===== src/rtl/crc32_sched_pkg.sv =====
// Shared definitions for the crc32 job scheduler.
//   CRC_W        width of message, polynomial and result words
//   ENG_LAT_DEF  default number of engine compute cycles per job
//   state_e      scheduler FSM encoding
//   idx_w()      index width helper that never returns zero
package crc32_sched_pkg;

  localparam int CRC_W       = 32;
  localparam int ENG_LAT_DEF = 32;

  typedef enum logic [1:0] {
    ST_IDLE = 2'd0,
    ST_LOAD = 2'd1,
    ST_RUN  = 2'd2,
    ST_RESP = 2'd3
  } state_e;

  function automatic int idx_w(input int n);
    return (n > 1) ? $clog2(n) : 1;
  endfunction

endpackage


===== src/rtl/crc32_sched_if.sv =====
// Bus bundle between requesters, the shared crc32 engine, the response
// consumer and the scheduler.
//   req_*  : per-requester valid/ready handshake, message word and polynomial
//   eng_*  : drive and result lines of the crc32 engine
//   rsp_*  : response handshake with requester id and captured CRC
//   busy_o : scheduler not idle
// Modports: slave = the scheduler, master = the surrounding environment.
interface crc32_sched_if #(
  parameter int NUM_REQ = 4
);
  import crc32_sched_pkg::*;

  localparam int ID_W = idx_w(NUM_REQ);

  logic [NUM_REQ-1:0]       req_valid_i;
  logic [NUM_REQ-1:0]       req_ready_o;
  logic [NUM_REQ*CRC_W-1:0] req_data_i;
  logic [NUM_REQ*CRC_W-1:0] req_poly_i;
  logic [CRC_W-1:0]         eng_message_o;
  logic [CRC_W-1:0]         eng_polynomial_o;
  logic                     eng_compute_o;
  logic                     eng_clear_o;
  logic [CRC_W-1:0]         eng_result_i;
  logic                     rsp_valid_o;
  logic                     rsp_ready_i;
  logic [ID_W-1:0]          rsp_id_o;
  logic [CRC_W-1:0]         rsp_crc_o;
  logic                     busy_o;

  modport slave (
    input  req_valid_i, req_data_i, req_poly_i, eng_result_i, rsp_ready_i,
    output req_ready_o, eng_message_o, eng_polynomial_o, eng_compute_o,
           eng_clear_o, rsp_valid_o, rsp_id_o, rsp_crc_o, busy_o
  );

  modport master (
    output req_valid_i, req_data_i, req_poly_i, eng_result_i, rsp_ready_i,
    input  req_ready_o, eng_message_o, eng_polynomial_o, eng_compute_o,
           eng_clear_o, rsp_valid_o, rsp_id_o, rsp_crc_o, busy_o
  );

endinterface


===== src/rtl/crc32_sched_rr_arbiter.sv =====
// Combinational round-robin arbiter.
//   i_req  request vector
//   i_ptr  index where the search starts (highest priority this cycle)
//   i_en   grant enable; no grant is produced when low
//   o_gnt  one-hot grant
//   o_idx  binary index of the granted requester (0 when no grant)
module rr_arbiter
  import crc32_sched_pkg::*;
#(
  parameter  int NUM_REQ = 4,
  localparam int IDX_W   = idx_w(NUM_REQ)
) (
  input  logic [NUM_REQ-1:0] i_req,
  input  logic [IDX_W-1:0]   i_ptr,
  input  logic               i_en,
  output logic [NUM_REQ-1:0] o_gnt,
  output logic [IDX_W-1:0]   o_idx
);

  localparam int KW = IDX_W + 1;

  always_comb begin
    logic [KW-1:0]    k;
    logic [IDX_W-1:0] idx;
    logic             found;
    o_gnt = '0;
    o_idx = '0;
    found = 1'b0;
    k     = '0;
    idx   = '0;
    for (int i = 0; i < NUM_REQ; i++) begin
      // rotated position; one extra bit so the wrap can be folded back
      k = {1'b0, i_ptr} + KW'(i);
      if (k >= KW'(NUM_REQ)) k = k - KW'(NUM_REQ);
      idx = k[IDX_W-1:0];
      if (i_en && !found && i_req[idx]) begin
        found      = 1'b1;
        o_gnt[idx] = 1'b1;
        o_idx      = idx;
      end
    end
  end

endmodule


===== src/rtl/crc32_sched.sv =====
// Shares one crc32 engine between NUM_REQ requesters. A round-robin grant
// latches the requester's message/polynomial, the engine is cleared for one
// cycle, computes for ENG_LAT cycles, and the result is held on the response
// port until the consumer takes it.
//   clk_i, rst_i : clock, synchronous active-high reset
//   bus          : crc32_sched_if slave (request, engine and response lines)
//
// state | meaning
// IDLE  | waiting for a request; arbiter enabled, grant pulses req_ready_o
// LOAD  | latched job on engine inputs, eng_clear_o high for one cycle
// RUN   | eng_compute_o high, counter 0..ENG_LAT-1
// RESP  | rsp_valid_o high until rsp_ready_i
module crc32_sched
  import crc32_sched_pkg::*;
#(
  parameter int NUM_REQ = 4,
  parameter int ENG_LAT = ENG_LAT_DEF
) (
  input logic          clk_i,
  input logic          rst_i,
  crc32_sched_if.slave bus
);

  localparam int ID_W  = idx_w(NUM_REQ);
  localparam int CNT_W = idx_w(ENG_LAT);

  localparam logic [CNT_W-1:0] CNT_LAST = CNT_W'(ENG_LAT - 1);
  localparam logic [ID_W-1:0]  ID_LAST  = ID_W'(NUM_REQ - 1);

  localparam logic [1:0] IDLE = ST_IDLE;
  localparam logic [1:0] LOAD = ST_LOAD;
  localparam logic [1:0] RUN  = ST_RUN;
  localparam logic [1:0] RESP = ST_RESP;

  logic [1:0]         r_state;
  logic [ID_W-1:0]    r_ptr;
  logic [ID_W-1:0]    r_id;
  logic [CNT_W-1:0]   r_cnt;
  logic [CRC_W-1:0]   r_data;
  logic [CRC_W-1:0]   r_poly;
  logic [CRC_W-1:0]   r_crc;

  logic [NUM_REQ-1:0] w_gnt;
  logic [ID_W-1:0]    w_gnt_idx;
  logic               w_arb_en;
  logic               w_drive_eng;
  logic [CRC_W-1:0]   w_sel_data;
  logic [CRC_W-1:0]   w_sel_poly;

  // Gated by reset so no accept pulse can appear while reset is applied.
  assign w_arb_en = (r_state == IDLE) && !rst_i;

  rr_arbiter #(.NUM_REQ(NUM_REQ)) u_arb (
    .i_req (bus.req_valid_i),
    .i_ptr (r_ptr),
    .i_en  (w_arb_en),
    .o_gnt (w_gnt),
    .o_idx (w_gnt_idx)
  );

  // One-hot mux of the granted requester's job words.
  always_comb begin
    w_sel_data = '0;
    w_sel_poly = '0;
    for (int n = 0; n < NUM_REQ; n++) begin
      if (w_gnt[n]) begin
        w_sel_data = bus.req_data_i[n*CRC_W +: CRC_W];
        w_sel_poly = bus.req_poly_i[n*CRC_W +: CRC_W];
      end
    end
  end

  always_ff @(posedge clk_i) begin
    if (rst_i) begin
      r_state <= IDLE;
      r_ptr   <= '0;
      r_id    <= '0;
      r_cnt   <= '0;
      r_data  <= '0;
      r_poly  <= '0;
      r_crc   <= '0;
    end else begin
      case (r_state)
        IDLE: begin
          if (|w_gnt) begin
            r_data  <= w_sel_data;
            r_poly  <= w_sel_poly;
            r_id    <= w_gnt_idx;
            r_ptr   <= (w_gnt_idx == ID_LAST) ? '0 : w_gnt_idx + ID_W'(1);
            r_state <= LOAD;
          end
        end
        LOAD: begin
          r_cnt   <= '0;
          r_state <= RUN;
        end
        RUN: begin
          if (r_cnt == CNT_LAST) begin
            r_crc   <= bus.eng_result_i;
            r_cnt   <= '0;
            r_state <= RESP;
          end else begin
            r_cnt <= r_cnt + CNT_W'(1);
          end
        end
        RESP: begin
          if (bus.rsp_ready_i) r_state <= IDLE;
        end
        default: r_state <= IDLE;
      endcase
    end
  end

  assign w_drive_eng = (r_state == LOAD) || (r_state == RUN);

  assign bus.req_ready_o      = w_gnt;
  assign bus.eng_message_o    = w_drive_eng ? r_data : '0;
  assign bus.eng_polynomial_o = w_drive_eng ? r_poly : '0;
  assign bus.eng_clear_o      = (r_state == LOAD);
  assign bus.eng_compute_o    = (r_state == RUN);
  assign bus.rsp_valid_o      = (r_state == RESP);
  assign bus.rsp_id_o         = r_id;
  assign bus.rsp_crc_o        = r_crc;
  assign bus.busy_o           = (r_state != IDLE);

endmodule


===== src/flat_wrapper.sv =====
// flat-port wrapper written by rule: the top's interface ports become plain ports
module crc32_sched_flat import crc32_sched_pkg::*;
#(
  parameter int NUM_REQ = 4,
  parameter int ENG_LAT = ENG_LAT_DEF
)
  (clk_i, rst_i, bus_req_valid_i, bus_req_data_i, bus_req_poly_i, bus_eng_result_i, bus_rsp_ready_i, bus_req_ready_o, bus_eng_message_o, bus_eng_polynomial_o, bus_eng_compute_o, bus_eng_clear_o, bus_rsp_valid_o, bus_rsp_id_o, bus_rsp_crc_o, bus_busy_o);
  crc32_sched_if #(.NUM_REQ(NUM_REQ)) bus_i ();
  input logic clk_i;
  input logic rst_i;
  input wire logic [$bits(bus_i.req_valid_i)-1:0] bus_req_valid_i;
  input wire logic [$bits(bus_i.req_data_i)-1:0] bus_req_data_i;
  input wire logic [$bits(bus_i.req_poly_i)-1:0] bus_req_poly_i;
  input wire logic [$bits(bus_i.eng_result_i)-1:0] bus_eng_result_i;
  input wire logic [$bits(bus_i.rsp_ready_i)-1:0] bus_rsp_ready_i;
  output wire logic [$bits(bus_i.req_ready_o)-1:0] bus_req_ready_o;
  output wire logic [$bits(bus_i.eng_message_o)-1:0] bus_eng_message_o;
  output wire logic [$bits(bus_i.eng_polynomial_o)-1:0] bus_eng_polynomial_o;
  output wire logic [$bits(bus_i.eng_compute_o)-1:0] bus_eng_compute_o;
  output wire logic [$bits(bus_i.eng_clear_o)-1:0] bus_eng_clear_o;
  output wire logic [$bits(bus_i.rsp_valid_o)-1:0] bus_rsp_valid_o;
  output wire logic [$bits(bus_i.rsp_id_o)-1:0] bus_rsp_id_o;
  output wire logic [$bits(bus_i.rsp_crc_o)-1:0] bus_rsp_crc_o;
  output wire logic [$bits(bus_i.busy_o)-1:0] bus_busy_o;
  assign bus_i.req_valid_i = bus_req_valid_i;
  assign bus_i.req_data_i = bus_req_data_i;
  assign bus_i.req_poly_i = bus_req_poly_i;
  assign bus_i.eng_result_i = bus_eng_result_i;
  assign bus_i.rsp_ready_i = bus_rsp_ready_i;
  assign bus_req_ready_o = bus_i.req_ready_o;
  assign bus_eng_message_o = bus_i.eng_message_o;
  assign bus_eng_polynomial_o = bus_i.eng_polynomial_o;
  assign bus_eng_compute_o = bus_i.eng_compute_o;
  assign bus_eng_clear_o = bus_i.eng_clear_o;
  assign bus_rsp_valid_o = bus_i.rsp_valid_o;
  assign bus_rsp_id_o = bus_i.rsp_id_o;
  assign bus_rsp_crc_o = bus_i.rsp_crc_o;
  assign bus_busy_o = bus_i.busy_o;
  crc32_sched #(.NUM_REQ(NUM_REQ), .ENG_LAT(ENG_LAT)) u_core (.clk_i(clk_i), .rst_i(rst_i), .bus(bus_i));
endmodule

===== config.mk =====
export PLATFORM = sky130hd
export DESIGN_NAME = crc32_sched_flat
export DESIGN_NICKNAME = d
export VERILOG_FILES = /design/src/rtl/crc32_sched_pkg.sv /design/src/rtl/crc32_sched_if.sv /design/src/rtl/crc32_sched_rr_arbiter.sv /design/src/rtl/crc32_sched.sv /design/src/flat_wrapper.sv
export SDC_FILE = /design/constraint.sdc
export NUM_CORES = 1
export LEC_CHECK = 0
export CAP_MARGIN = 25
export CORE_MARGIN = 1
export CORE_UTILIZATION = 25
export DETAILED_ROUTE_END_ITERATION = 7
export GPL_TIMING_DRIVEN = 0
export SLEW_MARGIN = 10
export SYNTH_ARGS = -nofsm -noshare
export SYNTH_HDL_FRONTEND = slang
export SYNTH_SLANG_ARGS = --single-unit
export TNS_END_PERCENT = 20

===== constraint.sdc =====
create_clock -name clk_i -period 3.37 [get_ports clk_i]
set_clock_uncertainty 0.15 [all_clocks]
set_input_delay 0.674 -clock clk_i [delete_from_list [all_inputs] [get_ports clk_i]]
set_output_delay 0.674 -clock clk_i [all_outputs]
set_load 0.02 [all_outputs]

After elaboration in Yosys (flattened, before gate mapping):

Index checks and enable logic that the tools add are counted.

* register bits after elaboration: 107
* input bits: 295
* output and inout port bits: 106
* logic and storage cells: 111

* add/subtract/negate cells: 9
* magnitude comparators: 12
* eq/ne operators: 8
* multiplexer cells: 48
* bitwise logic cells: 3
* reduce and logical (&&, ||, !) cells: 24

Operator list (count)
* 32-bit 2-to-1 mux: 10
* 2-bit 2-to-1 mux: 12
* 4-bit 2-to-1 mux: 4
* 1-bit logical AND: 12
* 2-bit by 3-bit less-than comparator with 1-bit output (second input constant): 4
* 4-bit bitwise OR: 3
* 1-bit 2-to-1 mux: 11
* 5-bit one-hot mux with 2 select lines: 1
* 3-bit >= comparator (second input constant): 3
* 1-bit binary-select mux with 2-bit select: 4
* 1-bit demux with 2-bit select: 4
* 2-bit by 1-bit >= comparator with 1-bit output (second input constant): 4
* 2-bit one-hot mux with 4 select lines: 1
* 2-bit by 1-bit subtractor with 2-bit output (second input constant): 4
* 2-bit by 2-bit adder with 3-bit output (second input constant): 2
* 2-bit equality test (second input constant): 3
* 5-bit by 1-bit adder with 5-bit output (second input constant): 1
* 5-bit equality test (second input constant): 1
* 5-bit 2-to-1 mux: 1
* 1-bit logical NOT: 4
* 2-bit != test (second input constant): 2
* 2-bit AND reduction: 2
* 2-bit nonzero test: 2
* 4-bit OR reduction: 1
* 8 further kinds: 8

Logic depth before layout (Yosys ltp):

* depth in word-level cells: 22
* gate-level depth with buffers: 14
* gate-level depth less buffers: 10

Cells and area by module:

Synthesis repeated with hierarchy kept, for this count alone.

* cell total of the unflattened synthesis: 722
* area, all modules: 5939.4 um2

Modules (own cells, without submodules)
* crc32_sched: instances 1, cells an instance 650, area each 5383.9 um2, seq. area each 2142.1 um2
* rr_arbiter: instances 1, cells an instance 72, area each 555.5 um2, seq. area each 0.0 um2

Worst setup path before layout:

OpenSTA, ideal clock, no wires.

* path kind: register to output
* from: register (tool-made name)
* to: output port bus_req_ready_o[3]
* arrival time: 3018 ps
* required time: 2546 ps
* setup slack: -472 ps
* stages on the path, launching flop included: 12
* buffers on the path: 5
* cell sequence: dfxtp_1 buf_4 inv_1 ha_1 buf_2 mux4_2 clkinv_1 and3_1 clkbuf_2 a221o_1 clkbuf_1 clkbuf_1

RTL lines
* end, declared: line flat_wrapper.sv:16 `output wire logic [$bits(bus_i.req_ready_o)-1:0] bus_req_ready_o;`

==> metrics.txt <==
run status=complete, but fails checks; failing checks=negative setup slack; num rows=59; Die W=167 µm; Core Footprint=26400 µm²; leak pwr=0.00487 µW; Hold Vio Cnt, Final=0; Clock Latency Late Sink=0.36 ns; GRT Total Usage=24.2%; drt wl/cell=21.1 µm; first-pass GRT wire length=50800 µm; DP Cell Count=1653; Num CTS Buffers=9; syn_nets=1226; most frequent cell after synthesis=a21oi_1; Setup TNS=-7.96 ns; post-synthesis cell area=6780 µm²; die area=27800 µm²; Setup crit start kind=register; worst reg-to-reg path cell count=14; CTS tree=built; largest area contributor in the netlist=dfxtp_1; #FFs+latches synth=107; grt ovf=0; Gate power share=69.3%; f_max=278 MHz; Final #Nets=1662; root buf cell=clkbuf_16; worst hold start=u_core.bus.rsp_crc_o[2]$_SDFFE_PP0P_; Final Power=9280 µW; prevailing post-synth register cell=dfxtp_1; Via density=5.13; top post-synthesis cells by area=dfxtp_1 (32%), a21oi_1 (12%), a221o_1 (9.9%); antenna-violating nets left=0; synth warn=0; slack of the worst reg-to-reg path=-0.17 ns; Crit path required time=2.55 ns; DP Wirelength=26700 µm; Gate Count Post-Synth=918; DRT Pass-1 Iters=4; final worst setup slack=-0.227 ns; top cells by count, synth=a21oi_1 (167), dfxtp_1 (107), nand2_1 (72), nor2_1 (71), inv_1 (70); Worst Hold End=u_core.bus.rsp_crc_o[2]$_SDFFE_PP0P_; CP arrival=2.77 ns; Worst setup EP type=output port; Fillers=2575; total number of vias=8705; port bufs=400; final setup fails=73; Peak VDD IR=0.324 mV; vias in the first global route=8563; Die Ht=167 µm; post-synthesis async set-or-reset flop share=0%; sequential area share after synthesis=31.6%; # DRC=0; WHS Path Cells=2; crit path max fanout=5; CTS sink cnt=107; internal power=5140 µW; Psw=4140 µW; min cycle time layout=3.60 ns; Reg clk slew, reported paths=0.08 ns; clock share of power=12.0%; layout cells sized above 1=16.0%; Ports=401; path category of the worst min-delay check=register to register; RSZ-0062 raised after global routing=yes; Slew @ Worst Pin=0.853 ns; worst flop-to-flop path endpoint=u_core.r_data[4]$_SDFFE_PP0P_; Slew HR=43.1%; post-synth cell types=42; Layout area overhead=87.1%; DR iter-0 viols=424; final instance count without filler cells=1696; Sw Ratio=44.6%; Final Cycle Share=107%; number of max-cap violations=0; Initial Utilization=25.7%; final wirelength=35800 µm; Reg power frac=18.7%; Routability Congestion=0.881; initial antenna violation count=2; WHS=0.306 ns; Power Density=731 nW/µm²; CTS Buffer Depth=2; H-tree depth=3; max-slew violation count=0; number of synthesized flops with an enable pin=0; critical path class=register to output port; post-synth top area share=31.6%; Syn Area/Cell=7.39 µm²; largest net degree at the start of global routing=22; Final Util=48.2%
-- worst max-delay path by stage --
stage,from,to,slack [ns]
CTS,register,bus_req_ready_o[3],-0.30
global placement,bus_req_valid_i[2],bus_req_ready_o[3],-1.34
global route,register,bus_req_ready_o[3],-0.27
floorplan,register,u_core.r_data[10]$_SDFFE_PP0P_,-0.005
detailed placement,bus_req_valid_i[2],bus_req_ready_o[3],-1.38
finish,register,bus_req_ready_o[3],-0.23
-- flip-flops by register name, summed over array words and instances, names as in the netlist, named ones only --
register / cells
u_core.bus.rsp_id_o: 2
u_core.r_ptr: 1
u_core.r_cnt: 5
u_core.r_state: 2
u_core.r_data: 32
u_core.bus.rsp_crc_o: 32
u_core.r_poly: 32
-- worst max-delay path: stages, from the launching register on --
cell	delay (ns)
dfxtp_4	0.37
buf_8	0.11
inv_8	0.03
ha_4	0.28
mux4_2	0.53
buf_6	0.15
nand3b_1	0.07
a21oi_1	0.07
a221o_2	0.36
clkbuf_16	0.17
clkbuf_16	0.14
buf_8	0.12
-- per-layer routing --
layer	wire length [µm]	global-route usage (%)	up-vias
met3	2340	5.80	42
met5	0	0	-
met4	809	7.81	0
met1	14000	26.9	4170
met2	18700	44.9	358
li1	-	-	4135
-- kinds of logic (layout without fill, tap and decap cells) --
logic type	after synthesis	after routing	synth area share, %
AOI/OAI and AO/OA	315	315	31.4
and+or+nand+nor	303	303	21.8
buffers and inverters	166	607	10.0
DFF	107	107	31.6
adders and majority gates	13	13	2.40
muxes	12	12	2.56
xor gates and xnor gates	2	2	0.258
other	0	2	0
-- cell type report --
cell class                 instances  area, µm²  area share (%)
buffer                            92        773            6.09
multi-input combinational        645       4400            34.7
clock buffer                       9        225            1.77
clock inverter                     7       82.6           0.651
antenna                            2       5.00          0.0394
sequential                       107       2150            16.9
tap                              335        419            3.30
timing repair buffer             428       4360            34.4
inverter                          71        275            2.17
-- through the flow --
stage,setup WS (ns),instance area (µm²)
finish,-0.227,12700
global route,-0.275,12700
CTS,-0.303,12100
detailed placement,-1.38,11300
global placement,-1.34,11300
floorplan,-0.00492,6830
-- what timing repair did --
action / CTS / global route
gates cloned: 1 / 6
gates resized for setup: 140 / 170
setup buffers: 20 / 2
hold buffers: 0 / 0
pin swaps: 9 / 8
setup endpoints to repair: 135 / 128
-- placed cells by master, fill, tap and decap left out, types with 7 or more instances in the layout --
master             n
clkbuf_1          21
nor2_4            38
nand3_1           68
a211oi_1          58
dfxtp_1          105
clkbuf_2          20
buf_4             28
inv_1             67
a21oi_1          167
and2_1            65
dlygate4sd2_1     10
buf_6             13
nor2_2            29
clkdlybuf4s50_1  382
buf_12             7
clkbuf_4           7
nand2_1           72
ha_1              12
nand2b_1           7
a221o_1           66
a211oi_2          11
clkbuf_16         19
-- power groups by stage --
stage	combinational, µW	sequential (µW)	clock (µW)
6_report	6430	1730	1110
5_1_grt	6860	1760	1190
4_1_cts	5410	1650	1140
3_5_place_dp	4780	1680	0
3_3_place_gp	4760	1670	0
2_1_floorplan	2980	1650	0
(Power assumes the default switching activity.)
